$ cat config.mk
export PLATFORM = sky130hd
export DESIGN_NAME = fx2_ep6_packetizer_flat
export DESIGN_NICKNAME = d
export VERILOG_FILES = /design/src/rtl/fx2_ep6_packetizer_if.sv /design/src/rtl/fx2_ep6_packetizer.sv /design/src/flat_wrapper.sv
export SDC_FILE = /design/constraint.sdc
export NUM_CORES = 1
export LEC_CHECK = 0
export CAP_MARGIN = 15
export CORE_MARGIN = 3
export CORE_UTILIZATION = 50
export CTS_CLUSTER_DIAMETER = 100
export DETAILED_ROUTE_END_ITERATION = 10
export GPL_TIMING_DRIVEN = 0
export PLACE_DENSITY = 0.81
export SYNTH_ARGS = -nofsm -noshare
export SYNTH_HDL_FRONTEND = slang
export SYNTH_SLANG_ARGS = --single-unit
$ cat constraint.sdc
create_clock -name IFCLK -period 3 [get_ports IFCLK]
set_input_delay 0.6 -clock IFCLK [delete_from_list [all_inputs] [get_ports IFCLK]]
set_output_delay 0.6 -clock IFCLK [all_outputs]
set_load 0.005 [all_outputs]
$ cat src/rtl/fx2_ep6_packetizer_if.sv
// rtl/fx2_ep6_packetizer_if.sv - upstream frame stream plus FX2 slave-FIFO bus for the EP6 packetizer
interface fx2_ep6_packetizer_if #(
  parameter int NUM_CH = 2,
  parameter int DATA_W = 16
);
  logic [NUM_CH*DATA_W-1:0] in_data;
  logic                     in_valid;
  logic                     in_ready;
  logic                     FLAGB;
  logic [15:0]              FD;
  logic                     SLWR;
  logic                     SLRD;
  logic                     SLOE;
  logic [1:0]               FIFO_ADR;

  modport master (
    input  in_data, in_valid, FLAGB,
    output in_ready, FD, SLWR, SLRD, SLOE, FIFO_ADR
  );

  modport slave (
    output in_data, in_valid, FLAGB,
    input  in_ready, FD, SLWR, SLRD, SLOE, FIFO_ADR
  );
endinterface

$ cat src/rtl/fx2_ep6_packetizer.sv
// rtl/fx2_ep6_packetizer.sv - frames NUM_CH-channel samples into SYNC/seq/payload packets for FX2 EP6
module fx2_ep6_packetizer #(
  parameter int          NUM_CH         = 2,
  parameter int          DATA_W         = 16,
  parameter int          FRAMES_PER_PKT = 127,
  parameter logic [15:0] SYNC           = 16'h7F7F
) (
  input  logic                IFCLK,
  input  logic                reset_n,
  input  logic                enable,
  fx2_ep6_packetizer_if.master bus,
  output logic [15:0]         seq,
  output logic                pkt_done
);
  localparam int CH_W  = (NUM_CH > 1) ? $clog2(NUM_CH) : 1;
  localparam int FRM_W = (FRAMES_PER_PKT > 1) ? $clog2(FRAMES_PER_PKT) : 1;
  localparam logic [CH_W-1:0]  LAST_CH  = CH_W'(NUM_CH - 1);
  localparam logic [FRM_W-1:0] LAST_FRM = FRM_W'(FRAMES_PER_PKT - 1);

  typedef enum logic [1:0] {IDLE, HDR_SYNC, HDR_SEQ, PAYLOAD} state_t;

  state_t                   state_q, state_d;
  logic [CH_W-1:0]          ch_q, ch_d;
  logic [FRM_W-1:0]         frm_q, frm_d;
  logic [NUM_CH*DATA_W-1:0] shadow_q, shadow_d;
  logic [15:0]              fd_q, fd_d;
  logic [15:0]              seq_q, seq_d;
  logic                     slwr_q, slwr_d;
  logic                     pkt_done_q, pkt_done_d;
  logic                     nf;
  logic                     word_wr;
  logic                     in_ready;
  logic [15:0]              shadow_ext [NUM_CH];
  logic [15:0]              in_ext0;

  function automatic logic [15:0] ext(input logic [DATA_W-1:0] v);
    return 16'($signed(v));
  endfunction

  always_comb begin
    for (int k = 0; k < NUM_CH; k++) begin
      shadow_ext[k] = ext(shadow_q[k*DATA_W +: DATA_W]);
    end
    in_ext0 = ext(bus.in_data[DATA_W-1:0]);
  end

  always_comb begin
    state_d    = state_q;
    ch_d       = ch_q;
    frm_d      = frm_q;
    shadow_d   = shadow_q;
    fd_d       = fd_q;
    seq_d      = seq_q;
    slwr_d     = 1'b1;
    pkt_done_d = 1'b0;
    in_ready   = 1'b0;
    word_wr    = 1'b0;
    nf         = bus.FLAGB;
    case (state_q)
      IDLE: begin
        if (enable) state_d = HDR_SYNC;
      end
      HDR_SYNC: begin
        if (nf) begin
          fd_d    = SYNC;
          slwr_d  = 1'b0;
          state_d = HDR_SEQ;
        end
      end
      HDR_SEQ: begin
        if (nf) begin
          fd_d    = seq_q;
          slwr_d  = 1'b0;
          ch_d    = '0;
          frm_d   = '0;
          state_d = PAYLOAD;
        end
      end
      PAYLOAD: begin
        // Only ch0 pulls from upstream; later channels replay the latched frame.
        if (ch_q == '0) begin
          in_ready = nf;
          if (bus.in_valid && nf) begin
            shadow_d = bus.in_data;
            fd_d     = in_ext0;
            word_wr  = 1'b1;
          end
        end else if (nf) begin
          fd_d    = shadow_ext[ch_q];
          word_wr = 1'b1;
        end
        if (word_wr) begin
          slwr_d = 1'b0;
          if (ch_q == LAST_CH) begin
            ch_d = '0;
            if (frm_q == LAST_FRM) begin
              frm_d      = '0;
              seq_d      = seq_q + 16'd1;
              pkt_done_d = 1'b1;
              state_d    = enable ? HDR_SYNC : IDLE;
            end else begin
              frm_d = frm_q + 1'b1;
            end
          end else begin
            ch_d = ch_q + 1'b1;
          end
        end
      end
      default: state_d = IDLE;
    endcase
  end

  always_ff @(posedge IFCLK or negedge reset_n) begin
    if (!reset_n) begin
      state_q    <= IDLE;
      ch_q       <= '0;
      frm_q      <= '0;
      shadow_q   <= '0;
      fd_q       <= '0;
      seq_q      <= '0;
      slwr_q     <= 1'b1;
      pkt_done_q <= 1'b0;
    end else begin
      state_q    <= state_d;
      ch_q       <= ch_d;
      frm_q      <= frm_d;
      shadow_q   <= shadow_d;
      fd_q       <= fd_d;
      seq_q      <= seq_d;
      slwr_q     <= slwr_d;
      pkt_done_q <= pkt_done_d;
    end
  end

  assign bus.in_ready = in_ready;
  assign bus.FD       = fd_q;
  assign bus.SLWR     = slwr_q;
  assign bus.SLRD     = 1'b1;
  assign bus.SLOE     = 1'b1;
  assign bus.FIFO_ADR = 2'b10;
  assign seq          = seq_q;
  assign pkt_done     = pkt_done_q;
endmodule
$ cat src/flat_wrapper.sv
// flat-port wrapper written by rule: the top's interface ports become plain ports
module fx2_ep6_packetizer_flat 
#(
  parameter int          NUM_CH         = 2,
  parameter int          DATA_W         = 16,
  parameter int          FRAMES_PER_PKT = 127,
  parameter logic [15:0] SYNC           = 16'h7F7F
)
  (IFCLK, reset_n, enable, seq, pkt_done, bus_in_data, bus_in_valid, bus_FLAGB, bus_in_ready, bus_FD, bus_SLWR, bus_SLRD, bus_SLOE, bus_FIFO_ADR);
  fx2_ep6_packetizer_if #(.NUM_CH(NUM_CH), .DATA_W(DATA_W)) bus_i ();
  input  logic IFCLK;
  input  logic reset_n;
  input  logic enable;
  output logic [15:0] seq;
  output logic pkt_done;
  input wire logic [$bits(bus_i.in_data)-1:0] bus_in_data;
  input wire logic [$bits(bus_i.in_valid)-1:0] bus_in_valid;
  input wire logic [$bits(bus_i.FLAGB)-1:0] bus_FLAGB;
  output wire logic [$bits(bus_i.in_ready)-1:0] bus_in_ready;
  output wire logic [$bits(bus_i.FD)-1:0] bus_FD;
  output wire logic [$bits(bus_i.SLWR)-1:0] bus_SLWR;
  output wire logic [$bits(bus_i.SLRD)-1:0] bus_SLRD;
  output wire logic [$bits(bus_i.SLOE)-1:0] bus_SLOE;
  output wire logic [$bits(bus_i.FIFO_ADR)-1:0] bus_FIFO_ADR;
  assign bus_i.in_data = bus_in_data;
  assign bus_i.in_valid = bus_in_valid;
  assign bus_i.FLAGB = bus_FLAGB;
  assign bus_in_ready = bus_i.in_ready;
  assign bus_FD = bus_i.FD;
  assign bus_SLWR = bus_i.SLWR;
  assign bus_SLRD = bus_i.SLRD;
  assign bus_SLOE = bus_i.SLOE;
  assign bus_FIFO_ADR = bus_i.FIFO_ADR;
  fx2_ep6_packetizer #(.NUM_CH(NUM_CH), .DATA_W(DATA_W), .FRAMES_PER_PKT(FRAMES_PER_PKT), .SYNC(SYNC)) u_core (.IFCLK(IFCLK), .reset_n(reset_n), .enable(enable), .bus(bus_i), .seq(seq), .pkt_done(pkt_done));
endmodule
==> results of run 1 <==
==> where the power goes <==
part | switching, mW | internal, mW | total (mW)
Sequential | 0.152 | 1.07 | 1.22
Combinational | 0.764 | 0.725 | 1.49
Clock | 0.313 | 0.473 | 0.786
==> cell families after synthesis <==
family | share of synthesized area, %
compound gates | 9.18
buf+inv | 3.46
simple gates | 15.3
other cells | 0.247
flops | 49.4
mux | 13.3
xor+xnor | 5.76
fa+ha+maj | 3.29
==> through the flow <==
step | instance area (µm²) | TNS (ps) | total power, mW
6_report | 4080 | 0 | 3.50
2_1_floorplan | 3050 | 0 | 2.14
3_3_place_gp | 3850 | -38420 | 2.65
5_1_grt | 4080 | 0 | 3.73
3_5_place_dp | 3860 | 0 | 2.71
4_1_cts | 4080 | 0 | 3.50
==> final timing paths <==
path                       depth (start not counted)  slack, ps                 from                  end
max in group asynchronous                          2       2170              reset_n          u_core.ch_q
hold / removal                                     1        240              reset_n  u_core.shadow_q[16]
setup / recovery                                   5        380            bus_FLAGB         bus_in_ready
setup reg to reg                                   7        770    u_core.state_q[0]    u_core.bus.FD[10]
hold reg to reg                                    1        500  u_core.shadow_q[18]  u_core.shadow_q[18]
min in group IFCLK                                 1        500  u_core.shadow_q[18]  u_core.shadow_q[18]
==> critical path: cells and delay by family <==
kind                   cells  cell delay (ps)
and+or+nand+nor            2              190
buffers and inverters      3             1240
==> layout make-up <==
class / instances / area, µm²
fillers: 441 / 1630
flip-flops and latches: 60 / 1500
multi-input cells: 205 / 1440
repair buffers: 72 / 726
clock buffers: 13 / 179
plain buffers: 18 / 90.1
well taps: 72 / 90.1
clock inverters: 3 / 42.5
inverters: 4 / 15.0
==> per-layer routing <==
metal	global-route usage, %	wire (µm)
met2	37.0	3680
met3	5.43	446
met4	8.19	137
met5	0	0
met1	28.5	3140
==> flip-flops by register name, summed over array words and instances, names as in the netlist <==
register / count
u_core.seq: 16
u_core.shadow_q: 16
u_core.bus.FD: 16
u_core.ch_q: 1
u_core.bus.SLWR: 1
u_core.state_q: 2
u_core.pkt_done: 1
u_core.frm_q: 7
==> layout by cell type, fill, tap and decap left out, types with 2 or more instances in the layout <==
cell / netlist / routed
xnor2_1: 16 / 16
xor2_1: 4 / 4
a21oi_1: 17 / 17
nand2_1: 31 / 31
o21ai_0: 7 / 7
nand4_1: 12 / 12
buf_2: 3 / 4
a22oi_1: 2 / 2
a31oi_1: 14 / 14
ha_1: 8 / 8
conb_1: 2 / 4
inv_1: 4 / 4
nand2b_1: 3 / 3
and3_1: 6 / 6
nand3_1: 6 / 6
clkbuf_8: 0 / 13
dfrtp_1: 59 / 59
nor2_1: 24 / 24
buf_4: 5 / 5
clkdlybuf4s50_1: 0 / 70
mux2_2: 35 / 35
clkbuf_1: 9 / 9
==> flow_summary.yaml, run 1 <==
synthesis:
  avgSynthCellArea_um2: 10.7
  synth_edf_count: 0
  yosysWarnings: 0
  synth_top_cell_area_share_pct: 48.6
  synth.distinct_cells: 38
  synth_top_area_cell: "dfrtp_1"
  async_reset_ff_share_pct: 100
  syn_area_um2: 3040
  synth.most_common_cell: "dfrtp_1"
  ys_seq_area_share_pct: 49.4
  synth_flop_cell: "dfrtp_1"
  synth-seq-cells: 60
  synthTopCellsByArea: "dfrtp_1, mux2_2, xnor2_1"
  syn_inst: 285
  ys_top_cells_by_count: "dfrtp_1, mux2_2, nand2_1"
worst_setup_path:
  crit_type: "primary input to primary output"
  cp.required_ps: 2400
  crit_arrival_ps: 2020
  path_common_cell: "clkdlybuf4s50_1"
  cp_max_fo: 10
  slowest_stage: "clkdlybuf4s50_1"
  slowest_delay_ps: 530
  critPathCaptureType: "primary output"
  path_cells: "clkdlybuf4s50_1 -> buf_4 -> nand2_1 -> nor2_1 -> clkdlybuf4s50_1"
  startpoint_type: "primary input"
drt:
  ant_nets: 0
  routedWlPerCell_um: 16.6
  drt_iter0_drc: 224
  vias: 2502
  wirelength_um: 7400
  drc: 0
  drtPass1Iterations: 4
  vias_per_cell: 5.60
cts:
  cts_buffer_depth: 2
  htreeDepth: 3
  cts_tree: "done"
  cts_buffers: 9
  clk_pin_slew_ps: 60
  post-cts-setup-buffers: 0
  clock-sinks: 60
  cts_root_buffer: "clkbuf_8"
  post_cts_resized: 0
  clk_latency_ps: 330
  cts-hold-fix-buffers: 0
floorplan:
  initial_utilization_pct: 53.2
  fp.dieH_um: 84.0
  die_area_um2: 7050
  io_pins: 76
  die_w_um: 84.0
  coreArea_um2: 5710
  std_cell_rows: 27
final_layout:
  utilization_pct: 71.5
  final_layout_size_suffix_gt1_share_pct: 18.7
  area_growth_pct: 34.4
  fin_cells: 447
  diodes: 0
  fin_nets: 415
power:
  p_per_area_nw_per_um2: 856
  cellLeakagePower_nw: 1.73
  irDropWorstVdd_v: 0.000547
timing:
  clock.fmax_ghz: 0.381
  clock_skew_ps: 5.17
  max_slew_margin_pct: 55.0
  finalMaxSlewViolations: 0
  rsz0062_at_grt: "no"
  hold_viol_final: 0
  period_share_pct: 87.5
  worst_pin_slew_ps: 672
  finalCriticalPeriod_ps: 2620
  whs_ps: 245
  fin_ws_ps: 375
  setup_viol: 0
global_routing:
  grt.total_usage_pct: 22.4
  grt_pass1_vias: 2635
  grt_pass1_wl_um: 12600
  grt_max_degree: 39
  antenna_found_initial: 0
  grt_remaining_overflow: 0
placed_design:
  place.gp.congestion: 0.795
  hpwlAfterDp_um: 5330
  dp.cells: 431
  numPortBuffers: 71
  place_ws_ps: 385
flow_run:
  max_cap_viol_count: 0
status:
  status: "complete, no violations"
min_path:
  hp-class: "primary input to async pin"
No activity file was read; power rests on OpenSTA's default activity.
==> inputs of run 2 (changes only) <==
Settings changed: CORE_UTILIZATION 50 to 53, PLACE_DENSITY 0.81 to 0.85.
==> run 2 against run 1 <==
Net effect:
- clock skew up 1.2 ps
- via count up 2.7%
- worst hold slack worse by 8.5 ps
- maximum frequency down 2.4%
- sequential power about the same
- largest power group unchanged
- critical path type unchanged
- clock power down 16%
==> flow_summary.yaml, run 2 (same netlist as run 1, synthesis figures left out) <==
global_routing:
  grt_pass1_vias: 2644
  grt_pass1_wl_um: 12700
  grt_max_degree: 42
  grt.total_usage_pct: 25.5
  antenna_found_initial: 0
  grt_remaining_overflow: 0
power:
  irDropWorstVdd_v: 0.000648
  swShare_pct: 36.5
  clockPowerShare_pct: 19.4
  internal_power_mw: 2.16
  cellLeakagePower_nw: 1.71
  p_switching_mw: 1.24
  comb_power_share_pct: 44.3
  seqPwrFrac_pct: 36.3
  p_per_area_nw_per_um2: 843
cts:
  cts-hold-fix-buffers: 0
  htreeDepth: 3
  post-cts-setup-buffers: 0
  clk_latency_ps: 330
  post_cts_resized: 0
  cts_tree: "done"
  clk_pin_slew_ps: 60
  cts_root_buffer: "clkbuf_8"
  clock-sinks: 60
  cts_buffers: 9
  cts_buffer_depth: 2
worst_setup_path:
  cp.required_ps: 2400
  cp_max_fo: 10
  crit_arrival_ps: 2090
  critPathCaptureType: "primary output"
  startpoint_type: "primary input"
  crit_type: "primary input to primary output"
timing:
  max_slew_margin_pct: 51.8
  rsz0062_at_grt: "no"
  period_share_pct: 89.6
  setup_tns_ps: 0
  clock_skew_ps: 6.36
  finalMaxSlewViolations: 0
  finalCriticalPeriod_ps: 2690
  clock.fmax_ghz: 0.372
  worst_pin_slew_ps: 719
  setup_viol: 0
  whs_ps: 236
  hold_viol_final: 0
placed_design:
  dp.cells: 429
  hpwlAfterDp_um: 5510
  place.gp.congestion: 0.822
  numPortBuffers: 71
floorplan:
  std_cell_rows: 26
  die_area_um2: 6680
  coreArea_um2: 5340
  fp.dieH_um: 81.7
  die_w_um: 81.7
  io_pins: 76
  initial_utilization_pct: 57.0
final_layout:
  nFillCells: 376
  final_cell_mix: "clkdlybuf4s50_1, dfrtp_1, mux2_2"
  final_common_cell: "clkdlybuf4s50_1"
  fin_nets: 415
  final_layout_size_suffix_gt1_share_pct: 17.9
  diodes: 0
  fin_cells: 445
  area_growth_pct: 33.0
flow_run:
  max_cap_viol_count: 0
drt:
  ant_nets: 0
  routedWlPerCell_um: 17.3
  drt_iter0_drc: 190
  wirelength_um: 7720
  vias: 2570
  drc: 0
  drtPass1Iterations: 4
  vias_per_cell: 5.78
min_path:
  hp-class: "primary input to async pin"
status:
  status: "complete, no violations"
-- run 2: cell count changes in the layout (fill, tap and decap cells not counted) --
cell	previous run	this run
clkinvlp_4	1	0
clkbuf_1	9	12
clkbuf_8	13	12
bufinv_16	1	0
-- run 2: worst paths after layout --
path,startpoint,endpoint,slack [ps],cells after the start
worst max-delay path,bus_FLAGB,bus_in_ready,310,5
worst min-delay path,reset_n,u_core.bus.FD[14],240,1
worst max register to register,u_core.state_q[0],u_core.bus.FD[11],770,6
worst min register to register,u_core.shadow_q[25],u_core.shadow_q[25],500,1
max in group asynchronous,reset_n,u_core.seq[0],2170,2
min in group IFCLK,u_core.shadow_q[25],u_core.shadow_q[25],500,1
-- run 2: final cells by class --
class | count | area [µm²] | share of cell area, %
Inverter | 4 | 15.0 | 0.372
Clock inverter | 1 | 5.00 | 0.124
Timing Repair Buffer | 72 | 726 | 18.0
Buffer | 18 | 90.1 | 2.23
Tap cell | 70 | 87.6 | 2.17
Multi-Input combinational cell | 205 | 1440 | 35.6
Clock buffer | 15 | 176 | 4.37
Sequential cell | 60 | 1500 | 37.2
-- run 2: power by group through the flow --
stage / Clock [mW] / Combinational (mW) / Sequential (mW)
floorplan: 0 / 0.939 / 1.20
global placement: 0 / 1.41 / 1.22
detailed placement: 0 / 1.48 / 1.24
CTS: 0.673 / 1.51 / 1.23
global route: 0.713 / 1.68 / 1.26
finish: 0.661 / 1.51 / 1.23
-- run 2: critical path, stage by stage --
cell             delay [ps]
clkdlybuf4s50_1         550
buf_4                   200
nand2_1                  70
nor2_1                  140
clkdlybuf4s50_1         520
-- run 2: layer usage --
| metal | vias up | routed length (µm) | track usage [%] |
|---|---|---|---|
| met5 | - | 0 | 0 |
| met3 | 24 | 544 | 6.25 |
| met1 | 1267 | 3120 | 32.1 |
| met2 | 110 | 3860 | 41.7 |
| met4 | 0 | 191 | 11.1 |
| li1 | 1169 | - | - |
-- run 2: stage by stage --
step                util [%]  power, mW  setup WS [ps]  cell area [µm²]
detailed placement      72.3       2.72            322             3860
global placement        72.1       2.63           -546             3840
floorplan                  -       2.14           1190             3050
finish                  75.8       3.41            312             4040
global route            75.8       3.65            247             4040
CTS                     75.8       3.41            315             4040
